--- config.mk ---
export PLATFORM = sky130hd
export DESIGN_NAME = spi_slave_responder
export DESIGN_NICKNAME = d
export VERILOG_FILES = /design/src/rtl/spi_slave_responder.sv
export SDC_FILE = /design/constraint.sdc
export NUM_CORES = 1
export LEC_CHECK = 0
export BUFFER_PORTS_ARGS = -buffer_cell sky130_fd_sc_hd__buf_2
export CORE_UTILIZATION = 51
export DETAILED_ROUTE_END_ITERATION = 8
export PLACE_DENSITY = 0.73
export SLEW_MARGIN = 20
export SYNTH_ARGS = -nofsm -noshare
export SYNTH_HDL_FRONTEND = slang
export SYNTH_SLANG_ARGS = --single-unit
--- constraint.sdc ---
create_clock -name clk -period 2 [get_ports clk]
set_input_delay 0.4 -clock clk [delete_from_list [all_inputs] [get_ports clk]]
set_output_delay 0.4 -clock clk [all_outputs]
set_load 0.02 [all_outputs]
--- src/rtl/spi_slave_responder.sv ---
// spi_slave_responder: oversampled SPI mode-0 slave with byte RX/TX streams.
// Define SPI_SLAVE_TX_FIFO_EN for a TX_DEPTH-entry TX FIFO instead of a single holding register.
module spi_slave_responder #(
  parameter int         TX_DEPTH  = 4,
  parameter logic [7:0] IDLE_BYTE = 8'hFF
) (
  input  logic       clk,
  input  logic       rst,
  input  logic       spi_clk,
  input  logic       spi_cs_n,
  input  logic       spi_mosi,
  output logic       spi_miso,
  output logic       spi_miso_oe,
  input  logic [7:0] tx_data,
  input  logic       tx_valid,
  output logic       tx_ready,
  output logic [7:0] rx_data,
  output logic       rx_valid,
  output logic       frame_start,
  output logic       frame_end,
  output logic       rx_partial,
  output logic       tx_underrun,
  output logic [7:0] byte_count
);
  typedef enum logic {IDLE, ACTIVE} state_t;
  state_t state_q, state_d;
  logic [2:0] cs_q, sck_q, bit_q, bit_d;
  logic [1:0] mosi_q, vld_q;
  logic armed_q, armed_d, oe_q, oe_d, rx_valid_q, rx_valid_d, fs_q, fs_d, fe_q, fe_d;
  logic rp_q, rp_d, ur_q, ur_d, tx_ready_q, tx_ready_d;
  logic [7:0] rx_shift_q, rx_shift_d, rx_data_q, rx_data_d, tx_shift_q, tx_shift_d;
  logic [7:0] byte_cnt_q, byte_cnt_d, tx_head;
  logic cs_fall, cs_rise, sck_rise, sck_fall, load, pop, push, tx_empty;

  if (TX_DEPTH < 2 || TX_DEPTH > 16 || (TX_DEPTH & (TX_DEPTH - 1)) != 0) begin : g_bad_depth
    $error("TX_DEPTH must be a power of two in 2..16");
  end

  assign cs_fall  = cs_q[2] & ~cs_q[1];
  assign cs_rise  = ~cs_q[2] & cs_q[1];
  assign sck_rise = ~sck_q[2] & sck_q[1];
  assign sck_fall = sck_q[2] & ~sck_q[1];
  assign push     = tx_valid & tx_ready_q;
  assign pop      = load & ~tx_empty;
  assign ur_d     = load & tx_empty;

  always_comb begin
    state_d    = state_q;
    // only a CS fall seen after a genuinely high CS may open a frame
    armed_d    = armed_q | (vld_q[1] & cs_q[1]);
    bit_d      = bit_q;
    rx_shift_d = rx_shift_q;
    rx_data_d  = rx_data_q;
    tx_shift_d = tx_shift_q;
    byte_cnt_d = byte_cnt_q;
    oe_d       = oe_q;
    rx_valid_d = 1'b0;
    fs_d       = 1'b0;
    fe_d       = 1'b0;
    rp_d       = 1'b0;
    load       = 1'b0;
    if (state_q == IDLE) begin
      if (cs_fall && armed_q) begin
        state_d    = ACTIVE;
        bit_d      = 3'd0;
        byte_cnt_d = 8'd0;
        fs_d       = 1'b1;
        oe_d       = 1'b1;
        load       = 1'b1;
      end
    end else if (cs_rise) begin
      state_d = IDLE;
      fe_d    = 1'b1;
      rp_d    = bit_q != 3'd0;
      bit_d   = 3'd0;
      oe_d    = 1'b0;
    end else if (sck_rise) begin
      rx_shift_d = {rx_shift_q[6:0], mosi_q[1]};
      bit_d      = bit_q + 3'd1;
      if (bit_q == 3'd7) begin
        rx_data_d  = rx_shift_d;
        rx_valid_d = 1'b1;
        byte_cnt_d = byte_cnt_q + 8'd1;
      end
    end else if (sck_fall) begin
      load       = bit_q == 3'd0;
      tx_shift_d = {tx_shift_q[6:0], 1'b0};
    end
    if (load) tx_shift_d = tx_empty ? IDLE_BYTE : tx_head;
  end

  always_ff @(posedge clk) begin
    if (rst) begin
      cs_q       <= 3'b111;
      sck_q      <= 3'b000;
      mosi_q     <= 2'b00;
      vld_q      <= 2'b00;
      state_q    <= IDLE;
      armed_q    <= 1'b0;
      bit_q      <= 3'd0;
      rx_shift_q <= 8'd0;
      rx_data_q  <= 8'd0;
      tx_shift_q <= 8'd0;
      byte_cnt_q <= 8'd0;
      oe_q       <= 1'b0;
      rx_valid_q <= 1'b0;
      fs_q       <= 1'b0;
      fe_q       <= 1'b0;
      rp_q       <= 1'b0;
      ur_q       <= 1'b0;
      tx_ready_q <= 1'b1;
    end else begin
      cs_q       <= {cs_q[1:0], spi_cs_n};
      sck_q      <= {sck_q[1:0], spi_clk};
      mosi_q     <= {mosi_q[0], spi_mosi};
      vld_q      <= {vld_q[0], 1'b1};
      state_q    <= state_d;
      armed_q    <= armed_d;
      bit_q      <= bit_d;
      rx_shift_q <= rx_shift_d;
      rx_data_q  <= rx_data_d;
      tx_shift_q <= tx_shift_d;
      byte_cnt_q <= byte_cnt_d;
      oe_q       <= oe_d;
      rx_valid_q <= rx_valid_d;
      fs_q       <= fs_d;
      fe_q       <= fe_d;
      rp_q       <= rp_d;
      ur_q       <= ur_d;
      tx_ready_q <= tx_ready_d;
    end
  end

`ifdef SPI_SLAVE_TX_FIFO_EN
  localparam int AW = $clog2(TX_DEPTH);
  logic [7:0]  mem_q [TX_DEPTH];
  logic [AW-1:0] wr_q, rd_q;
  logic [AW:0] fcnt_q, fcnt_d;
  assign tx_empty   = fcnt_q == '0;
  assign tx_head    = mem_q[rd_q];
  assign fcnt_d     = fcnt_q + {{AW{1'b0}}, push} - {{AW{1'b0}}, pop};
  assign tx_ready_d = fcnt_d < (AW+1)'(TX_DEPTH);
  always_ff @(posedge clk) begin
    if (rst) begin
      wr_q   <= '0;
      rd_q   <= '0;
      fcnt_q <= '0;
    end else begin
      if (push) mem_q[wr_q] <= tx_data;
      if (push) wr_q <= wr_q + 1'b1;
      if (pop) rd_q <= rd_q + 1'b1;
      fcnt_q <= fcnt_d;
    end
  end
`else
  logic [7:0] hold_q;
  logic full_q, full_d;
  assign tx_empty   = ~full_q;
  assign tx_head    = hold_q;
  assign full_d     = push | (full_q & ~pop);
  assign tx_ready_d = ~full_d;
  always_ff @(posedge clk) begin
    if (rst) begin
      hold_q <= 8'd0;
      full_q <= 1'b0;
    end else begin
      if (push) hold_q <= tx_data;
      full_q <= full_d;
    end
  end
`endif

  assign spi_miso    = tx_shift_q[7];
  assign spi_miso_oe = oe_q;
  assign tx_ready    = tx_ready_q;
  assign rx_data     = rx_data_q;
  assign rx_valid    = rx_valid_q;
  assign frame_start = fs_q;
  assign frame_end   = fe_q;
  assign rx_partial  = rp_q;
  assign tx_underrun = ur_q;
  assign byte_count  = byte_cnt_q;
endmodule

==> results.py <==
metrics = {
    "hold_path": {
        "hold_depth": 2,
        "hp-start": "spi_cs_n",
        "hold_class": "in -> reg",
        "hold_end": "cs_q[0]",
    },
    "finish": {
        "multi_input_area_mm2": 0.001055,
        "finalNetCount": 315,
        "final_cells": 354,
        "fillers": 401,
        "layout-drive-gt1-share_pct": 20.20,
        "area_growth_pct": 18.28,
        "antenna_cells": 0,
        "seqCellArea_mm2": 0.001241,
    },
    "cts": {
        "cts_tree": "built",
        "clock_sinks": 62,
        "clk_pin_slew_ps": 70,
        "cts.repair.resized": 0,
        "numCtsBuffers": 9,
        "cts_buffer_depth": 2,
        "clk_latency_ps": 340,
        "root_buffer": "clkbuf_8",
        "post-cts-setup-buffers": 0,
        "cts-htree-levels": 3,
        "hold_buffers": 0,
    },
    "grt": {
        "grt_pass1_wl_um": 7044,
        "track_usage_pct": 18.30,
        "grt_overflow": 0,
        "grt_pass1_vias": 1647,
        "grt_antenna_before_repair": 0,
        "grt_max_degree": 28,
    },
    "drt": {
        "wl_um": 4083,
        "vias": 1843,
        "drc": 0,
        "wl_per_cell_um": 11.53,
        "vias_per_cell": 5.206,
        "drt-initial-drc-count": 120,
        "first_pass_iters": 4,
        "antenna_left": 0,
    },
    "job": {
        "max_cap_violations": 0,
    },
    "floorplan": {
        "start_util_pct": 53.97,
        "num_rows": 24,
        "dieArea_mm2": 0.004948,
        "core_mm2": 0.004414,
        "dieHeight_um": 70.35,
        "num_io_pins": 38,
        "die_x_um": 70.35,
    },
    "critical_path": {
        "cp_cell_sequence": "and4bb_4 > a41oi_4 > or4_1 > a21oi_1",
        "reg2reg_from": "state_q",
        "path_max_fanout": 15,
        "reg2reg_depth": 4,
        "crit_family": "simple AND/OR/NAND/NOR gates",
        "r2r_end": "byte_count[7]",
        "cp.required_ps": 2270,
        "arrival_ps": 2000,
        "rrSetupSlack_ps": 270,
        "critPathMaxStageDelay_ps": 570,
        "cp_num_buf_inv": 0,
        "critPathCaptureType": "register",
        "criticalPathCategory": "reg -> reg",
        "critPathLaunchType": "register",
        "slowest_stage": "or4_1",
    },
    "synth": {
        "synth_top_area_share_pct": 52.10,
        "synth_area_mm2": 0.002382,
        "ys_types": 35,
        "netlist_top_cells_area": "dfxtp_1 (52%), mux2i_1 (6.7%), a21oi_1 (6.1%)",
        "yosysTopAreaCell": "dfxtp_1",
        "ys_seq_elements": 62,
        "avgSynthCellArea_um2": 9.234,
        "yosys_warnings": 0,
        "syn-num-nets": 276,
        "syn_inst": 258,
        "ys_seq_area_share_pct": 52.10,
    },
    "sta": {
        "period_share_pct": 86.49,
        "setup_viol": 0,
        "rsz0062_at_grt": "no",
        "max_freq_ghz": 0.5781,
        "final-hold-violation-count": 0,
        "fin_crit_ps": 1730,
        "maxSlewHeadroom_pct": 62.30,
        "tightest_slew_ps": 565.5,
        "skew_ps": 8.279,
        "finalMaxSlewViolations": 0,
        "tns_ps": 0,
    },
    "power_and_ir_drop": {
        "leakagePower_nw": 1.234,
        "p_per_area_mw_per_mm2": 916.3,
        "irDropWorstVdd_mv": 0.4823,
        "p_total_mw": 2.582,
    },
    "place": {
        "dp.cells": 338,
        "gp_congestion": 0.7745,
        "dpl.hpwl_um": 2706,
        "port_buffers": 37,
    },
    "status": {
        "status": "finished clean",
    },
}
==> layout make-up <==
cell class,count,share of cell area (%)
tap,52,2.309
multi-input combinational,176,37.43
timing repair buffer,41,7.638
inverter,7,0.9325
sequential,62,44.05
clock buffer,12,5.151
clock inverter,4,2.487
==> registers in the layout (all words and copies together) (netlist names) <==
name and count:
spi_miso_oe 1, full_q 1, sck_q 3, byte_count 8
tx_ready 1, bit_q 3, frame_start 1, tx_underrun 1
mosi_q 2, rx_valid 1, frame_end 1, rx_shift_q 7
armed_q 1, hold_q 8, cs_q 3, rx_partial 1
state_q 1, rx_data 8, vld_q 2, tx_shift_q 8
==> metal layers <==
layer,part of all wire [%],global-route usage [%],vias up
met5,0,0,-
met4,1.5,10.67,0
met3,5.7,6.061,7
met2,44,27.83,50
met1,49,22.45,822
li1,-,-,964
==> report_power, final <==
part | total, mW | internal [mW] | switching [mW] | leakage, nW
logic | 0.108 | 0.0452 | 0.0631 | 0.620
registers | 1.28 | 1.26 | 0.0204 | 0.504
clock network | 1.19 | 0.732 | 0.458 | 0.110
total | 2.58 | 2.04 | 0.542 | 1.23
==> cell families after synthesis <==
logic type / count (synthesis) / synth area share, %
simple gates: 104 / 21.85
compound gates: 52 / 13.60
mux: 16 / 6.723
buf+inv: 20 / 3.624
fa+ha+maj: 4 / 2.101
flops: 62 / 52.10
==> per-stage QoR <==
step	instance area, µm²	utilization, %	hold slack, ps	worst slack (ps)
finish	2818	63.83	244.0	270.1
global route	2818	63.83	248.7	132.9
CTS	2818	63.83	228.5	265.6
detailed placement	2603	58.96	399.6	277.1
global placement	2603	58.96	391.2	330.7
floorplan	2382	-	389.5	509.8
==> how the worst max path moves through the flow <==
stage | startpoint | end | slack, ps | cells after the start
after floorplan | bit_q[0] | byte_count[5] | 510 | 5
after global placement | bit_q[0] | byte_count[7] | 330 | 5
after detailed placement | bit_q[0] | byte_count[7] | 280 | 5
after CTS | bit_q[0] | byte_count[7] | 270 | 5
after global routing | state_q | tx_shift_q[4] | 130 | 4
final | state_q | byte_count[7] | 270 | 4
==> cell usage in the layout (no fill, tap or decap), drive strengths merged <==
master / n
nand4: 2
inv: 7
and3: 1
nor3: 2
nand2b: 10
nand3: 12
a221o: 1
a41oi: 2
nand3b: 2
o21a: 1
or2: 3
o21ai: 12
or3: 4
a311oi: 1
nor2b: 8
a21o: 1
nand2: 37
buf: 41
nor4: 1
and4: 1
clkinv: 2
dfxtp: 62
or4: 2
o31ai: 2
clkbuf: 12
a32oi: 2
a21oi: 29
mux2i: 16
ha: 4
and4bb: 1
o311a: 1
and2b: 2
nor2: 16
bufinv: 2
==> synthesized netlist by cell type (all sizes together) <==
cell and number:
dfxtp 62, mux2i 16, nand3 12, and3 1
nand3b 2, and4 1, clkbuf 6, nor3 2
o21a 1, inv 7, nand4 2, a41oi 2
or2 3, a21o 1, nor2b 8, a32oi 2
ha 4, buf 7, nand2 37, or3 4
o311a 1, or4 2, o31ai 2, nor4 1
nor2 16, a311oi 1, a221o 1, nand2b 10
a21oi 29, and4bb 1, and2b 2, o21ai 12
Power figures use the tool's default switching activity.
